$ cat src/rtl/sprite_mover_pkg.sv
// Shared definitions for the sprite mover: direction encoding and controller states.
package sprite_mover_pkg;

  localparam logic [1:0] DirUp    = 2'd0;
  localparam logic [1:0] DirDown  = 2'd1;
  localparam logic [1:0] DirLeft  = 2'd2;
  localparam logic [1:0] DirRight = 2'd3;

  typedef enum logic [2:0] {
    StIdle,
    StTurn,
    StTurnChk,
    StFwd,
    StFwdChk
  } state_e;

endpackage

$ cat src/rtl/sprite_mover_step_calc.sv
// Combinational next-position candidate for one step in a given direction,
// with wrap or clamp at the inclusive bounds.
module sprite_mover_step_calc
  import sprite_mover_pkg::*;
#(
  parameter int unsigned X_W   = 10,
  parameter int unsigned Y_W   = 9,
  parameter int unsigned X_MIN = 0,
  parameter int unsigned X_MAX = 639,
  parameter int unsigned Y_MIN = 0,
  parameter int unsigned Y_MAX = 479,
  parameter int unsigned STEP  = 2,
  parameter int unsigned WRAP  = 0
) (
  input  logic [X_W-1:0] x_i,
  input  logic [Y_W-1:0] y_i,
  input  logic [1:0]     dir_i,
  output logic [X_W-1:0] cand_x_o,
  output logic [Y_W-1:0] cand_y_o,
  output logic           same_o
);

  localparam bit          Wrap  = (WRAP != 0);
  localparam logic [X_W:0] XMin  = (X_W+1)'(X_MIN);
  localparam logic [X_W:0] XMax  = (X_W+1)'(X_MAX);
  localparam logic [X_W:0] XStep = (X_W+1)'(STEP);
  localparam logic [Y_W:0] YMin  = (Y_W+1)'(Y_MIN);
  localparam logic [Y_W:0] YMax  = (Y_W+1)'(Y_MAX);
  localparam logic [Y_W:0] YStep = (Y_W+1)'(STEP);

  logic [X_W:0] xe, x_inc, cx;
  logic [Y_W:0] ye, y_inc, cy;

  always_comb begin
    xe    = {1'b0, x_i};
    ye    = {1'b0, y_i};
    x_inc = xe + XStep;
    y_inc = ye + YStep;
    cx    = xe;
    cy    = ye;
    unique case (dir_i)
      DirRight: begin
        if (x_inc > XMax) cx = Wrap ? XMin + (x_inc - XMax) - 1'b1 : XMax;
        else              cx = x_inc;
      end
      DirLeft: begin
        // Undershoot measured from MIN mirrors the overshoot used on the right edge.
        if (xe < XMin + XStep) cx = Wrap ? XMax - (XMin + XStep - xe) + 1'b1 : XMin;
        else                   cx = xe - XStep;
      end
      DirDown: begin
        if (y_inc > YMax) cy = Wrap ? YMin + (y_inc - YMax) - 1'b1 : YMax;
        else              cy = y_inc;
      end
      DirUp: begin
        if (ye < YMin + YStep) cy = Wrap ? YMax - (YMin + YStep - ye) + 1'b1 : YMin;
        else                   cy = ye - YStep;
      end
      default: ;
    endcase
  end

  assign cand_x_o = cx[X_W-1:0];
  assign cand_y_o = cy[Y_W-1:0];
  // A clamped step that goes nowhere counts as hitting a wall.
  assign same_o   = !Wrap && (cx == xe) && (cy == ye);

endmodule

$ cat src/rtl/sprite_mover.sv
// Tick-paced sprite controller: accepts direction commands, probes an external
// wall map for each candidate step and commits the move when the way is clear.
module sprite_mover
  import sprite_mover_pkg::*;
#(
  parameter int unsigned X_W      = 10,
  parameter int unsigned Y_W      = 9,
  parameter int unsigned X_MIN    = 0,
  parameter int unsigned X_MAX    = 639,
  parameter int unsigned Y_MIN    = 0,
  parameter int unsigned Y_MAX    = 479,
  parameter int unsigned X_INIT   = 30,
  parameter int unsigned Y_INIT   = 146,
  parameter int unsigned STEP     = 2,
  parameter int unsigned TICK_DIV = 250000,
  parameter int unsigned WRAP     = 0
) (
  input  logic           clk,
  input  logic           rst,
  input  logic           en,
  input  logic           cmd_valid,
  input  logic [1:0]     cmd_dir,
  input  logic           cmd_stop,
  output logic [X_W-1:0] probe_x,
  output logic [Y_W-1:0] probe_y,
  output logic           probe_valid,
  input  logic           wall_hit,
  output logic [X_W-1:0] x,
  output logic [Y_W-1:0] y,
  output logic [1:0]     dir,
  output logic           moving,
  output logic           blocked,
  output logic           moved
);

  localparam int unsigned     CntW   = $clog2(TICK_DIV);
  localparam logic [CntW-1:0] CntMax = CntW'(TICK_DIV - 1);
  localparam logic [X_W-1:0]  XInit  = X_W'(X_INIT);
  localparam logic [Y_W-1:0]  YInit  = Y_W'(Y_INIT);

  state_e          state_q, state_d;
  logic [CntW-1:0] cnt_q, cnt_d;
  logic [X_W-1:0]  x_q, x_d, cand_x_q, cand_x_d, step_x;
  logic [Y_W-1:0]  y_q, y_d, cand_y_q, cand_y_d, step_y;
  logic [1:0]      dir_q, dir_d, pend_dir_q, pend_dir_d, cand_dir_q, cand_dir_d, step_dir;
  logic            moving_q, moving_d, blocked_q, blocked_d, moved_q, moved_d;
  logic            pend_valid_q, pend_valid_d, cand_same_q, cand_same_d, step_same;
  logic            tick, hit;

  assign tick     = en && (cnt_q == CntMax);
  assign step_dir = (state_q == StTurn) ? pend_dir_q : dir_q;
  assign hit      = wall_hit || cand_same_q;

  sprite_mover_step_calc #(
    .X_W   (X_W),
    .Y_W   (Y_W),
    .X_MIN (X_MIN),
    .X_MAX (X_MAX),
    .Y_MIN (Y_MIN),
    .Y_MAX (Y_MAX),
    .STEP  (STEP),
    .WRAP  (WRAP)
  ) u_step_calc (
    .x_i      (x_q),
    .y_i      (y_q),
    .dir_i    (step_dir),
    .cand_x_o (step_x),
    .cand_y_o (step_y),
    .same_o   (step_same)
  );

  always_comb begin
    state_d      = state_q;
    cnt_d        = cnt_q;
    x_d          = x_q;
    y_d          = y_q;
    dir_d        = dir_q;
    moving_d     = moving_q;
    blocked_d    = blocked_q;
    moved_d      = 1'b0;
    pend_dir_d   = pend_dir_q;
    pend_valid_d = pend_valid_q;
    cand_x_d     = cand_x_q;
    cand_y_d     = cand_y_q;
    cand_dir_d   = cand_dir_q;
    cand_same_d  = cand_same_q;

    if (en) cnt_d = (cnt_q == CntMax) ? '0 : cnt_q + 1'b1;

    if (cmd_valid) begin
      pend_dir_d   = cmd_dir;
      pend_valid_d = 1'b1;
    end

    unique case (state_q)
      StIdle: begin
        if (tick) begin
          if (pend_valid_q)  state_d = StTurn;
          else if (moving_q) state_d = StFwd;
        end
      end
      StTurn, StFwd: begin
        // Hold the probed candidate so the check uses exactly what the map saw.
        cand_x_d    = step_x;
        cand_y_d    = step_y;
        cand_dir_d  = step_dir;
        cand_same_d = step_same;
        state_d     = (state_q == StTurn) ? StTurnChk : StFwdChk;
      end
      StTurnChk: begin
        if (!hit) begin
          x_d          = cand_x_q;
          y_d          = cand_y_q;
          dir_d        = cand_dir_q;
          moving_d     = 1'b1;
          blocked_d    = 1'b0;
          moved_d      = 1'b1;
          pend_valid_d = cmd_valid;
          state_d      = StIdle;
        end else begin
          state_d = moving_q ? StFwd : StIdle;
        end
      end
      StFwdChk: begin
        if (!hit) begin
          x_d       = cand_x_q;
          y_d       = cand_y_q;
          blocked_d = 1'b0;
          moved_d   = 1'b1;
        end else begin
          moving_d  = 1'b0;
          blocked_d = 1'b1;
        end
        state_d = StIdle;
      end
      default: state_d = StIdle;
    endcase

    // Stop aborts any in-flight step without committing it.
    if (cmd_stop) begin
      state_d      = StIdle;
      moving_d     = 1'b0;
      pend_valid_d = 1'b0;
      x_d          = x_q;
      y_d          = y_q;
      dir_d        = dir_q;
      blocked_d    = blocked_q;
      moved_d      = 1'b0;
    end
  end

  always_ff @(posedge clk) begin
    if (rst) begin
      state_q      <= StIdle;
      cnt_q        <= '0;
      x_q          <= XInit;
      y_q          <= YInit;
      dir_q        <= DirRight;
      moving_q     <= 1'b0;
      blocked_q    <= 1'b0;
      moved_q      <= 1'b0;
      pend_dir_q   <= DirRight;
      pend_valid_q <= 1'b0;
      cand_x_q     <= XInit;
      cand_y_q     <= YInit;
      cand_dir_q   <= DirRight;
      cand_same_q  <= 1'b0;
    end else begin
      state_q      <= state_d;
      cnt_q        <= cnt_d;
      x_q          <= x_d;
      y_q          <= y_d;
      dir_q        <= dir_d;
      moving_q     <= moving_d;
      blocked_q    <= blocked_d;
      moved_q      <= moved_d;
      pend_dir_q   <= pend_dir_d;
      pend_valid_q <= pend_valid_d;
      cand_x_q     <= cand_x_d;
      cand_y_q     <= cand_y_d;
      cand_dir_q   <= cand_dir_d;
      cand_same_q  <= cand_same_d;
    end
  end

  assign probe_valid = (state_q == StTurn) || (state_q == StFwd);
  assign probe_x     = probe_valid ? step_x : x_q;
  assign probe_y     = probe_valid ? step_y : y_q;
  assign x           = x_q;
  assign y           = y_q;
  assign dir         = dir_q;
  assign moving      = moving_q;
  assign blocked     = blocked_q;
  assign moved       = moved_q;

endmodule
$ cat config.mk
export PLATFORM = sky130hd
export DESIGN_NAME = sprite_mover
export DESIGN_NICKNAME = d
export VERILOG_FILES = /design/src/rtl/sprite_mover_pkg.sv /design/src/rtl/sprite_mover_step_calc.sv /design/src/rtl/sprite_mover.sv
export SDC_FILE = /design/constraint.sdc
export NUM_CORES = 1
export LEC_CHECK = 0
export ABC_AREA = 1
export CELL_PAD_IN_SITES_DETAIL_PLACEMENT = 0
export CELL_PAD_IN_SITES_GLOBAL_PLACEMENT = 1
export CORE_ASPECT_RATIO = 0.75
export CORE_MARGIN = 2
export CORE_UTILIZATION = 29
export DETAILED_ROUTE_END_ITERATION = 16
export DONT_BUFFER_PORTS = 1
export PLACE_DENSITY_LB_ADDON = 0.1
export SYNTH_ARGS = -nofsm -noshare
export SYNTH_HDL_FRONTEND = slang
export SYNTH_SLANG_ARGS = --single-unit
$ cat constraint.sdc
create_clock -name clk -period 5.4 [get_ports clk]
set_input_delay 1.08 -clock clk [delete_from_list [all_inputs] [get_ports clk]]
set_output_delay 1.08 -clock clk [all_outputs]
set_load 0.01 [all_outputs]
## After elaboration in Yosys (flattened, before gate mapping)

Index checks and enable logic that the tools add are counted.

- Input port bits: 8
- Output and inout port bits: 44
- Register bits: 70

- Reduce and logical (&&, ||, !) cells: 16
- Add/sub/neg operators: 5
- Bitwise operators: 3
- Order comparisons: 4
- Mux-type cells: 27
- Eq/ne operators: 14

Operators by type and width:

| kind | count |
|---|---|
| 10-bit 2-to-1 mux | 3 |
| 11-bit 2-to-1 mux | 2 |
| 11-bit one-hot mux with 2 select lines | 1 |
| 10-bit one-hot mux with 2 select lines | 1 |
| 18-bit by 1-bit adder with 18-bit output, second input constant | 1 |
| 18-bit equality test, second input constant | 1 |
| 18-bit 2-to-1 mux | 1 |
| 3-bit 2-to-1 mux | 4 |
| 3-bit AND reduction | 4 |
| 10-bit by 2-bit adder with 11-bit output, second input constant | 1 |
| 11-bit by 10-bit equality test with 1-bit output | 1 |
| 11-bit by 10-bit greater-than comparator with 1-bit output, second input constant | 1 |
| 10-bit by 2-bit subtractor with 11-bit output, second input constant | 1 |
| 9-bit by 2-bit adder with 10-bit output, second input constant | 1 |
| 10-bit by 9-bit equality test with 1-bit output | 1 |
| 10-bit by 9-bit greater-than comparator with 1-bit output, second input constant | 1 |
| 10-bit by 2-bit < comparator with 1-bit output, second input constant | 1 |
| 9-bit by 2-bit subtractor with 10-bit output, second input constant | 1 |
| 9-bit by 2-bit < comparator with 1-bit output, second input constant | 1 |
| 9-bit 2-to-1 mux | 1 |
| 3-bit one-hot mux with 3 select lines | 1 |
| 1-bit 2-to-1 mux | 8 |
| 3-bit by 2-bit equality test with 1-bit output, second input constant | 2 |
| 2-bit 2-to-1 mux | 3 |
| 16 further kinds | 26 |

## Longest topological paths before layout

- Depth after elaboration: 6
- Gate-level depth with buffers: 21
- Gate-level depth less buffers: 21

## Cells and area by module

From an unflattened synthesis, not the netlist that was laid out.

- Cell total of the unflattened synthesis: 782
- Area, all modules: 4674.5 µm²

By module, submodules not included:

| module | sequential area each (µm²) | instances | cells an instance | area an instance (µm²) |
|---|---|---|---|---|
| sprite_mover | 1401.3 | 1 | 448 | 3093.0 |
| sprite_mover_step_calc | 0.0 | 1 | 334 | 1581.5 |

## Worst setup path before layout

Ideal clock, no wire load.

- Path type: register -> output
- From: register x_q[2], in the netlist x[2]
- To: output port probe_x[6]
- Arrival time: 1.885 ns
- Buffers on the path: 0
- Stages on the path, launching flop included: 16
- Slack: 2.435 ns
- Data required time: 4.320 ns
- Cell sequence: dfxtp_1 > inv_1 > ha_1 > nand2_1 > nand2_1 > nor2_1 > nand2_1 > nor2_1 > nand2_1 > nand2_1 > nand2_2 > nand2_1 > nand2_1 > o211ai_1 > nand2_1 > o21ai_0

- Cells in the longest elaborated chain, start to end: 5

Ends and longest elaborated chain:

| element | line | text |
|---|---|---|
| start: declaration | sprite_mover.sv:43 | `logic [X_W-1:0] x_q, x_d, cand_x_q, cand_x_d, step_x;` |
| start signal: assignment | sprite_mover.sv:156 | `x_q <= XInit;` |
| 10-bit by 2-bit adder with 11-bit output | sprite_mover_step_calc.sv:37 | `x_inc = xe + XStep;` |
| 11-bit by 10-bit greater-than comparator with 1-bit output | sprite_mover_step_calc.sv:43 | `if (x_inc > XMax) cx = Wrap ? XMin + (x_inc - XMax) - 1'b1 : XMax;` |
| 11-bit 2-to-1 mux | sprite_mover_step_calc.sv:43 |  |
| 11-bit one-hot mux with 2 select lines * | sprite_mover_step_calc.sv:41 | `unique case (dir_i)` |
| 10-bit 2-to-1 mux * | sprite_mover.sv:187 | `assign probe_x = probe_valid ? step_x : x_q;` |
| end: declaration | sprite_mover.sv:24 | `output logic [X_W-1:0] probe_x,` |

Every way passes the cells marked *; elsewhere a longest branch is shown, timed or not.

## Worst setup path after layout

Ends and elaborated chain as after synthesis.

==> flow_summary.ini <==
[outcome]
status = complete, no violations

[finish]
nets = 716
fin_cells = 907
drive_gt1_frac = 0.06365
area_growth_pct = 11.12
fin_util = 0.3310
n_antenna_cell = 0

[cts]
clock_latency_ns = 0.35
path_clk_slew_ns = 0.06
cts_htree_levels = 3
cts_sinks = 70
cts_resized = 0
cts_made_buffers = 9
clock_path_buffers = 2
root_buffer = clkbuf_16
post-cts-setup-buffers = 0
hold_buffers = 0
cts_tree = built

[synth]
synthArstFlopShare = 0
synthTopCellsByArea = dfxtp_1, nand2_1, nor2_1, a21oi_1, o21ai_0
synth_edf_count = 0
synth_seq_cells = 70
ys_seq_area_frac = 0.3244
synth_most_common_cell = nand2_1
synth_common_cells = nand2_1, nor2_1, dfxtp_1, a21oi_1, o21ai_0
syn_area_sq_um = 4319
yosys_warnings = 0
syn_inst = 708
synth_cell_types = 41
yosysTopAreaCell = dfxtp_1
syn_nets = 722
syn_avg_cell_area_sq_um = 6.100
synth_top_area_frac = 0.3244
synth_ff_type = dfxtp_1

[critical_path]
critPathKind = reg2out
end_kind = output port
worstPathRequired_ns = 4.32
critPathMaxFanout = 9
startpoint_type = flip-flop
arrival_ns = 2.72

[route]
via_count = 4495
totalWireLength_um = 14380
drt_pass1_iterations = 6
wl_per_cell_um = 15.85
ant_nets = 0
viasPerCell = 4.956
drc_errors = 0
drtIter0Drc = 268

[floorplan]
core-area_sq_um = 14500
die_h_um = 109.7
io_pins = 52
rows = 38
dieArea_sq_um = 15900
initial_core_util = 0.2978
die_w_um = 144.9

[sta]
grt_setup_unrepaired = false
tightest_slew_ns = 0.8316
fmax_mhz = 262.9
slew_violations = 0
setup-tns-final_ns = 0
period_minus_slack_ns = 3.804
setup_violations = 0
fin_crit_sh = 0.7044
fin_skew_ns = 0.007159
final_hold_viol_count = 0
fin_ws_ns = 1.596
relSlewSlack = 0.4450

[placed_design]
gp_congestion = 0.8883
dpl_worst_slack_ns = 1.989
hpwl_um = 10490
port_buffers = 0
dp_cells = 891

[power]
pwr-share-comb = 0.015
swShare = 0.2306
p_sw_mw = 0.2693
clockPowerShare = 0.539
powerDensity_nw_per_um2 = 243.4
power_frac_seq = 0.446
p_leak_nw = 2.041
vdd.ir_drop.worst_mv = 0.1465
p_int_mw = 0.8987
p_total_mw = 1.168

[flow_run]
cap_viol_max_count = 0

[global_route]
grt_max_degree = 42
track_usage = 0.1861
grt_pass1_wl_um = 22850
antenna_found_initial = 0
grt_pass1_vias = 4047
overflow = 0

[hold_path]
hold_class = reg2reg
-- critical path: stages, from the launching register on --
cell and delay [ns]:
dfxtp_1 0.56, inv_1 0.22, ha_1 0.34, nand2_1 0.08
nand2_1 0.05, nor2_1 0.08, nand2_1 0.06, nor2_1 0.12
nand2_1 0.07, nand2_1 0.10, nand2_2 0.14, nand2_1 0.10
nand2_1 0.07, o211ai_1 0.11, nand2_1 0.09, o21ai_0 0.19
-- path summary, 6_finish.rpt --
check	startpoint	to	slack, ns	cells after the start
worst min-delay path	cnt_q[17]$_SDFFE_PP0P_	cnt_q[17]$_SDFFE_PP0P_	0.45	1
worst max register to register	x[2]$_SDFFE_PP1P_	cand_same_q$_SDFFE_PP0N_	2.60	19
worst min register to register	cnt_q[17]$_SDFFE_PP0P_	cnt_q[17]$_SDFFE_PP0P_	0.45	1
worst max-delay path	x[2]$_SDFFE_PP1P_	probe_x[6]	1.60	15
-- placed cells by master (no fill, tap or decap), types with 9 or more instances in the layout --
master / count
nor3_1: 17
dfxtp_1: 70
clkbuf_16: 9
nand2_1: 207
nor2_1: 88
a21oi_1: 65
inv_1: 59
nand3_1: 49
nand4_1: 9
o21ai_0: 63
-- through the flow --
step | hold WS (ns) | cell area (sq um)
2_1_floorplan | 0.4155 | 4319
3_3_place_gp | 0.4328 | 4492
3_5_place_dp | 0.4414 | 4492
4_1_cts | 0.4498 | 4800
5_1_grt | 0.4701 | 4800
6_report | 0.4505 | 4800
-- sequential cells by signal, summed over array words and instances, names as in the netlist --
name,cells
cnt_q,18
cand_x_q,10
x,10
cand_y_q,9
y,9
state_q,3
cand_dir_q,2
dir,2
pend_dir_q,2
blocked,1
cand_same_q,1
moved,1
moving,1
pend_valid_q,1
-- power by group through the flow --
stage	logic (mW)	clock network (mW)	registers, mW
finish	0.0180	0.629	0.521
floorplan	0.0176	0	0.532
detailed placement	0.0181	0	0.532
global route	0.0203	0.671	0.521
global placement	0.0179	0	0.532
CTS	0.0182	0.644	0.521
-- cells by family (layout without fill, tap and decap cells) --
group / Yosys count / after routing / synth area share
compound gates: 141 / 141 / 0.1689
flops: 70 / 70 / 0.3244
buf+inv: 88 / 87 / 0.08227
xor+xnor: 7 / 7 / 0.01419
fa+ha+maj: 6 / 6 / 0.01738
simple gates: 396 / 396 / 0.3928
-- final cells by class --
cell class,count,area (sq um)
fill,1619,9702
multi-input combinational,550,2562
sequential,70,1401
inverter,68,255.2
tap,200,250.2
clock buffer,10,239.0
clock inverter,6,68.82
timing repair buffer,3,22.52
-- metal layers --
layer | vias to the layer above | track usage | wire (um)
met3 | 17 | 0.04730 | 737
met2 | 85 | 0.2724 | 5863
li1 | 2307 | - | -
met1 | 2086 | 0.2696 | 7570
met5 | - | 0 | 0
met4 | 0 | 0.05163 | 209
(Power assumes the default switching activity.)
